`src/rtl/pipe_pkg.sv`:
```
// Shared pipeline definitions: stage-state encoding and
// default bundle widths for the inter-stage registers.
package pipe_pkg;

  typedef enum logic [1:0] {
    EMPTY = 2'd0,
    ONE   = 2'd1,
    FULL  = 2'd2
  } stage_state_e;

  localparam int PC_W      = 32;
  localparam int REG_NUM_W = 5;
  localparam int S_DATA_W  = 2;

  // pc + b + c + num_write + control
  localparam int EXE_MEM_W =
    3 * PC_W + REG_NUM_W + 2 * S_DATA_W;

endpackage

```
`src/rtl/pipe_slot.sv`:
```
// Single valid+data register with load/clear/hold.
// Ports: clock, reset, load, clear, d -> valid, q (zero when clear).
module pipe_slot
  import pipe_pkg::*;
#(
  parameter int DATA_W = EXE_MEM_W
) (
  input  logic              clock,
  input  logic              reset,
  input  logic              load,
  input  logic              clear,
  input  logic [DATA_W-1:0] d,
  output logic              valid,
  output logic [DATA_W-1:0] q
);

  // clear beats load so a bubble is always all-zero
  always_ff @(posedge clock) begin
    if (reset || clear) begin
      valid <= 1'b0;
      q     <= '0;
    end else if (load) begin
      valid <= 1'b1;
      q     <= d;
    end
  end

endmodule

```
`src/rtl/pipe_stage_reg.sv`:
```
// Valid/ready pipeline stage register, optional 2-entry skid.
// Ports: clock, reset, flush, in_valid/in_ready/in_data,
// out_valid/out_ready/out_data, stall_cnt (saturating).
module pipe_stage_reg
  import pipe_pkg::*;
#(
  parameter int DATA_W = EXE_MEM_W,
  parameter int SKID   = 1,
  parameter int CNT_W  = 16
) (
  input  logic              clock,
  input  logic              reset,
  input  logic              flush,
  input  logic              in_valid,
  output logic              in_ready,
  input  logic [DATA_W-1:0] in_data,
  output logic              out_valid,
  input  logic              out_ready,
  output logic [DATA_W-1:0] out_data,
  output logic [CNT_W-1:0]  stall_cnt
);

  logic push;
  logic pop;

  assign push = in_valid & in_ready & ~flush;
  assign pop  = out_valid & out_ready;

  generate
    if (SKID != 0) begin : g_skid
      stage_state_e      state;
      stage_state_e      nxt;
      logic              rdy_q;
      logic              m_load;
      logic              m_clr;
      logic              m_from_skid;
      logic              s_load;
      logic              s_clr;
      logic              s_valid;
      logic              unused_s_valid;
      logic [DATA_W-1:0] m_d;
      logic [DATA_W-1:0] s_q;

      // in_ready comes straight from a flop
      always_ff @(posedge clock) begin
        if (reset) begin
          state <= EMPTY;
          rdy_q <= 1'b1;
        end else begin
          state <= nxt;
          rdy_q <= (nxt != FULL);
        end
      end

      always_comb begin
        nxt         = state;
        m_load      = 1'b0;
        m_clr       = 1'b0;
        m_from_skid = 1'b0;
        s_load      = 1'b0;
        s_clr       = 1'b0;
        if (flush) begin
          nxt   = EMPTY;
          m_clr = 1'b1;
          s_clr = 1'b1;
        end else begin
          unique case (state)
            EMPTY: begin
              if (push) begin
                nxt    = ONE;
                m_load = 1'b1;
              end
            end
            ONE: begin
              if (push) begin
                m_load = pop;
                s_load = ~pop;
                nxt    = pop ? ONE : FULL;
              end else if (pop) begin
                nxt   = EMPTY;
                m_clr = 1'b1;
              end
            end
            FULL: begin
              if (pop) begin
                nxt         = ONE;
                m_load      = 1'b1;
                m_from_skid = 1'b1;
                s_clr       = 1'b1;
              end
            end
            default: nxt = EMPTY;
          endcase
        end
      end

      assign m_d = m_from_skid ? s_q : in_data;

      pipe_slot #(.DATA_W(DATA_W)) u_main (
        .clock (clock),
        .reset (reset),
        .load  (m_load),
        .clear (m_clr),
        .d     (m_d),
        .valid (out_valid),
        .q     (out_data)
      );

      pipe_slot #(.DATA_W(DATA_W)) u_skid (
        .clock (clock),
        .reset (reset),
        .load  (s_load),
        .clear (s_clr),
        .d     (in_data),
        .valid (s_valid),
        .q     (s_q)
      );

      // skid occupancy is implied by state FULL
      assign unused_s_valid = s_valid;
      assign in_ready       = rdy_q;
    end else begin : g_plain
      assign in_ready = ~out_valid | out_ready;

      pipe_slot #(.DATA_W(DATA_W)) u_main (
        .clock (clock),
        .reset (reset),
        .load  (push),
        .clear (flush | (pop & ~push)),
        .d     (in_data),
        .valid (out_valid),
        .q     (out_data)
      );
    end
  endgenerate

  always_ff @(posedge clock) begin
    if (reset) begin
      stall_cnt <= '0;
    end else if (out_valid && !out_ready && !flush
                 && stall_cnt != '1) begin
      stall_cnt <= stall_cnt + 1'b1;
    end
  end

endmodule

```
`config.mk`:
```
export PLATFORM = sky130hd
export DESIGN_NAME = pipe_stage_reg
export DESIGN_NICKNAME = d
export VERILOG_FILES = /design/src/rtl/pipe_pkg.sv /design/src/rtl/pipe_slot.sv /design/src/rtl/pipe_stage_reg.sv
export SDC_FILE = /design/constraint.sdc
export NUM_CORES = 1
export LEC_CHECK = 0
export CORE_ASPECT_RATIO = 1.4
export CORE_MARGIN = 2
export CORE_UTILIZATION = 40
export DETAILED_ROUTE_END_ITERATION = 12
export PLACE_DENSITY = 0.67
export SKIP_LAST_GASP = 1
export SLEW_MARGIN = 25
export SYNTH_ARGS = -nofsm -noshare
export SYNTH_HDL_FRONTEND = slang
export SYNTH_SLANG_ARGS = --single-unit
```
`constraint.sdc`:
```
create_clock -name clock -period 3 [get_ports clock]
set_input_delay 0.6 -clock clock [delete_from_list [all_inputs] [get_ports clock]]
set_output_delay 0.6 -clock clock [all_outputs]
set_load 0.005 [all_outputs]
```
==> results.yml <==
yosys:
  synthCells: 1062
  ys_types: 40
  ys_seq_elements: 230
  syn-num-nets: 1173
  syn_avg_cell_area_um2: 8.774
  synth_edf_count: 0
  ys_warn_count: 0
  synthArstFlopShare: 0
  ys.flop_type: "dfxtp_1"
  yosysSeqAreaShare: 0.4942
  netlist_area_um2: 9318
timing:
  period_share: 0.7259
  finalHoldViolCount: 0
  fin_hold_ws_ns: 0.4530
  tightest_slew_ns: 0.6726
  tns_ns: 0
  fin_worst_skew_ns: 0.01051
  slew_headroom: 0.5481
  clock.fmax_mhz: 459.2
  setup_viol: 0
  min_period_ns: 2.178
  rsz0062_at_grt: "false"
  slew_viol_final: 0
detailed_routing:
  routed_wl_mm: 27.41
  drtIter0Drc: 538
  antenna_left: 0
  wire_per_inst_um: 17.44
  firstDrtPassIters: 5
  drc_errors: 0
  via_count: 8431
  vias_per_cell: 5.363
clock_network:
  clk_path_buf_depth: 3
  clk_latency_ns: 0.51
  htreeDepth: 1
  cts_buffers: 23
  clk_pin_slew_ns: 0.06
  cts_hold_buf: 0
  cts_root_buf: "clkbuf_16"
  cts_tree: "done"
  postCtsSetupBuffers: 0
  cts-resized-gates: 0
  cts.sinks: 230
worst_setup_path:
  crit_arrival_ns: 2.62
  worst_r2r_path_depth: 5
  r2r_slack_ns: 0.82
  worstSetupStartpointType: "register"
  criticalPathCategory: "register to register"
  cp_max_fo: 7
  cp.required_ns: 3.44
  end_kind: "register"
placed_design:
  place_congestion: 0.8052
  hpwl_mm: 16.54
  placed_area_um2: 12120
  io_buffers: 232
  dp_cells: 1531
floorplanning:
  coreArea_um2: 23040
  die_h_um: 184.6
  io_pins: 233
  dieArea_um2: 24550
  rows: 66
  start_util: 0.4044
  die_width_um: 133.0
final_layout:
  area_delta_synth_final_pct: 37.98
  layout-drive-gt1-share: 0.06008
  fill_cells: 2075
  finalInstanceArea_um2: 12860
  nets: 1361
  stdcell_count: 1572
min_path:
  hp-class: "register to register"
  whs_path_depth: 2
power_and_ir_drop:
  p_seq_frac: 0.479
  p_leak_nw: 4.461
  power.share.clock: 0.430
  intPower_mw: 5.068
  p_sw_mw: 1.511
  switching_share: 0.2297
  power_density_nw_per_um2: 511.7
  ir_worst_vdd_mv: 0.3662
  p_comb_frac: 0.091
global_routing:
  grtUsageTotal: 0.2181
  grt_antenna_before_repair: 1
  grt_pass1_vias: 8376
  grt_pass1_wl_mm: 44.24
  grt_max_degree: 63
  grt_remaining_overflow: 0
outcome:
  status: "finished clean"
flow_run:
  drv_cap: 0
-- power by group through the flow --
stage / Clock, mW / Combinational, mW / Sequential, mW
floorplan: 0 / 0.223 / 3.22
global placement: 0 / 0.593 / 3.22
detailed placement: 0 / 0.599 / 3.22
CTS: 2.91 / 0.602 / 3.15
global route: 3.03 / 0.646 / 3.16
finish: 2.83 / 0.598 / 3.15
-- state kept, by name (all words and copies together), names as in the netlist --
name and count:
in_ready 1, g_skid.u_main.q 105, g_skid.state 2, g_skid.u_main.valid 1, g_skid.u_skid.q 105, stall_cnt 16
-- synth_stat cells (all sizes together) (2+ instances only) --
cell type | instances | area [µm²]
o21ai | 6 | 30.03
or2 | 2 | 12.51
a41oi | 2 | 17.52
o31ai | 108 | 810.8
or3 | 8 | 50.05
a21oi | 223 | 1116
a311oi | 2 | 17.52
buf | 27 | 127.6
a31oi | 2 | 12.51
nor3 | 9 | 45.04
nand3b | 2 | 15.01
o41ai | 3 | 26.28
nand4 | 9 | 56.30
or4 | 3 | 22.52
dfxtp | 230 | 4604
mux2i | 106 | 1061
inv | 6 | 22.52
nand3 | 4 | 20.02
clkbuf | 69 | 260.2
and3 | 2 | 12.51
nand2 | 213 | 799.5
nor2 | 8 | 30.03
a211oi | 3 | 22.52
and4 | 2 | 17.52
-- cells by family (layout without fill, tap and decap cells) --
group | Yosys count | count (layout) | synth area share
other | 0 | 1 | 0
multiplexers | 107 | 107 | 0.1151
buffers and inverters | 102 | 305 | 0.04404
adder cells (fa/ha/maj) | 1 | 1 | 0.001343
AO/OA/AOI/OAI | 353 | 353 | 0.2239
flip-flops | 230 | 230 | 0.4942
AND/OR/NAND/NOR | 269 | 269 | 0.1215
-- per-layer routing --
layer	share of wire	wire length, µm	track usage	vias up
met3	0.052	1415	0.03438	42
met4	0.025	677	0.06796	0
met1	0.41	11230	0.2585	3996
met2	0.51	14080	0.4021	232
met5	0	0	0	-
li1	-	-	-	4161
-- placed cells by master, fill, tap and decap left out, drive strengths merged, types with 2 or more instances in the layout --
master	count
a211oi	3
a21oi	223
a311oi	2
a31oi	2
a41oi	2
and3	2
and4	2
buf	27
clkbuf	32
clkdlybuf4s50	232
clkinv	6
dfxtp	230
inv	7
mux2i	106
nand2	213
nand3	4
nand3b	2
nand4	9
nor2	8
nor3	9
o21ai	6
o31ai	108
o41ai	3
or2	2
or3	8
or4	3
-- worst max-delay path, cell delays in order (launching register included) --
cell and delay (ns):
dfxtp_1 0.42, ha_1 0.33, nand4_1 0.21, or3_1 0.48, or4_1 0.52, a21oi_1 0.15
-- path summary, 6_finish.rpt --
kind	startpoint	to
min	g_skid.u_skid.q[28]	g_skid.u_skid.q[28]
min reg2reg	g_skid.u_skid.q[28]	g_skid.u_skid.q[28]
max	stall_cnt[0]	stall_cnt[12]
max reg2reg	stall_cnt[0]	stall_cnt[12]
-- metrics by stage --
step | total power, mW | setup slack, ns | util
finish | 6.578 | 0.8224 | 0.5580
global route | 6.833 | 0.6673 | 0.5580
CTS | 6.663 | 0.8127 | 0.5579
detailed placement | 3.819 | 0.3271 | 0.5259
global placement | 3.814 | 0.3432 | 0.5259
floorplan | 3.439 | 0.6725 | -
-- layout make-up --
class	count	area (µm²)	area share
Antenna cell	1	2.502	0.0001946
Clock buffer	32	669.4	0.05207
Clock inverter	8	68.82	0.005353
Inverter	6	22.52	0.001752
Multi-Input combinational cell	730	4368	0.3398
Sequential cell	230	4604	0.3582
Tap cell	306	382.9	0.02978
Timing Repair Buffer	259	2738	0.2129
No activity file was read; power rests on OpenSTA's default activity.
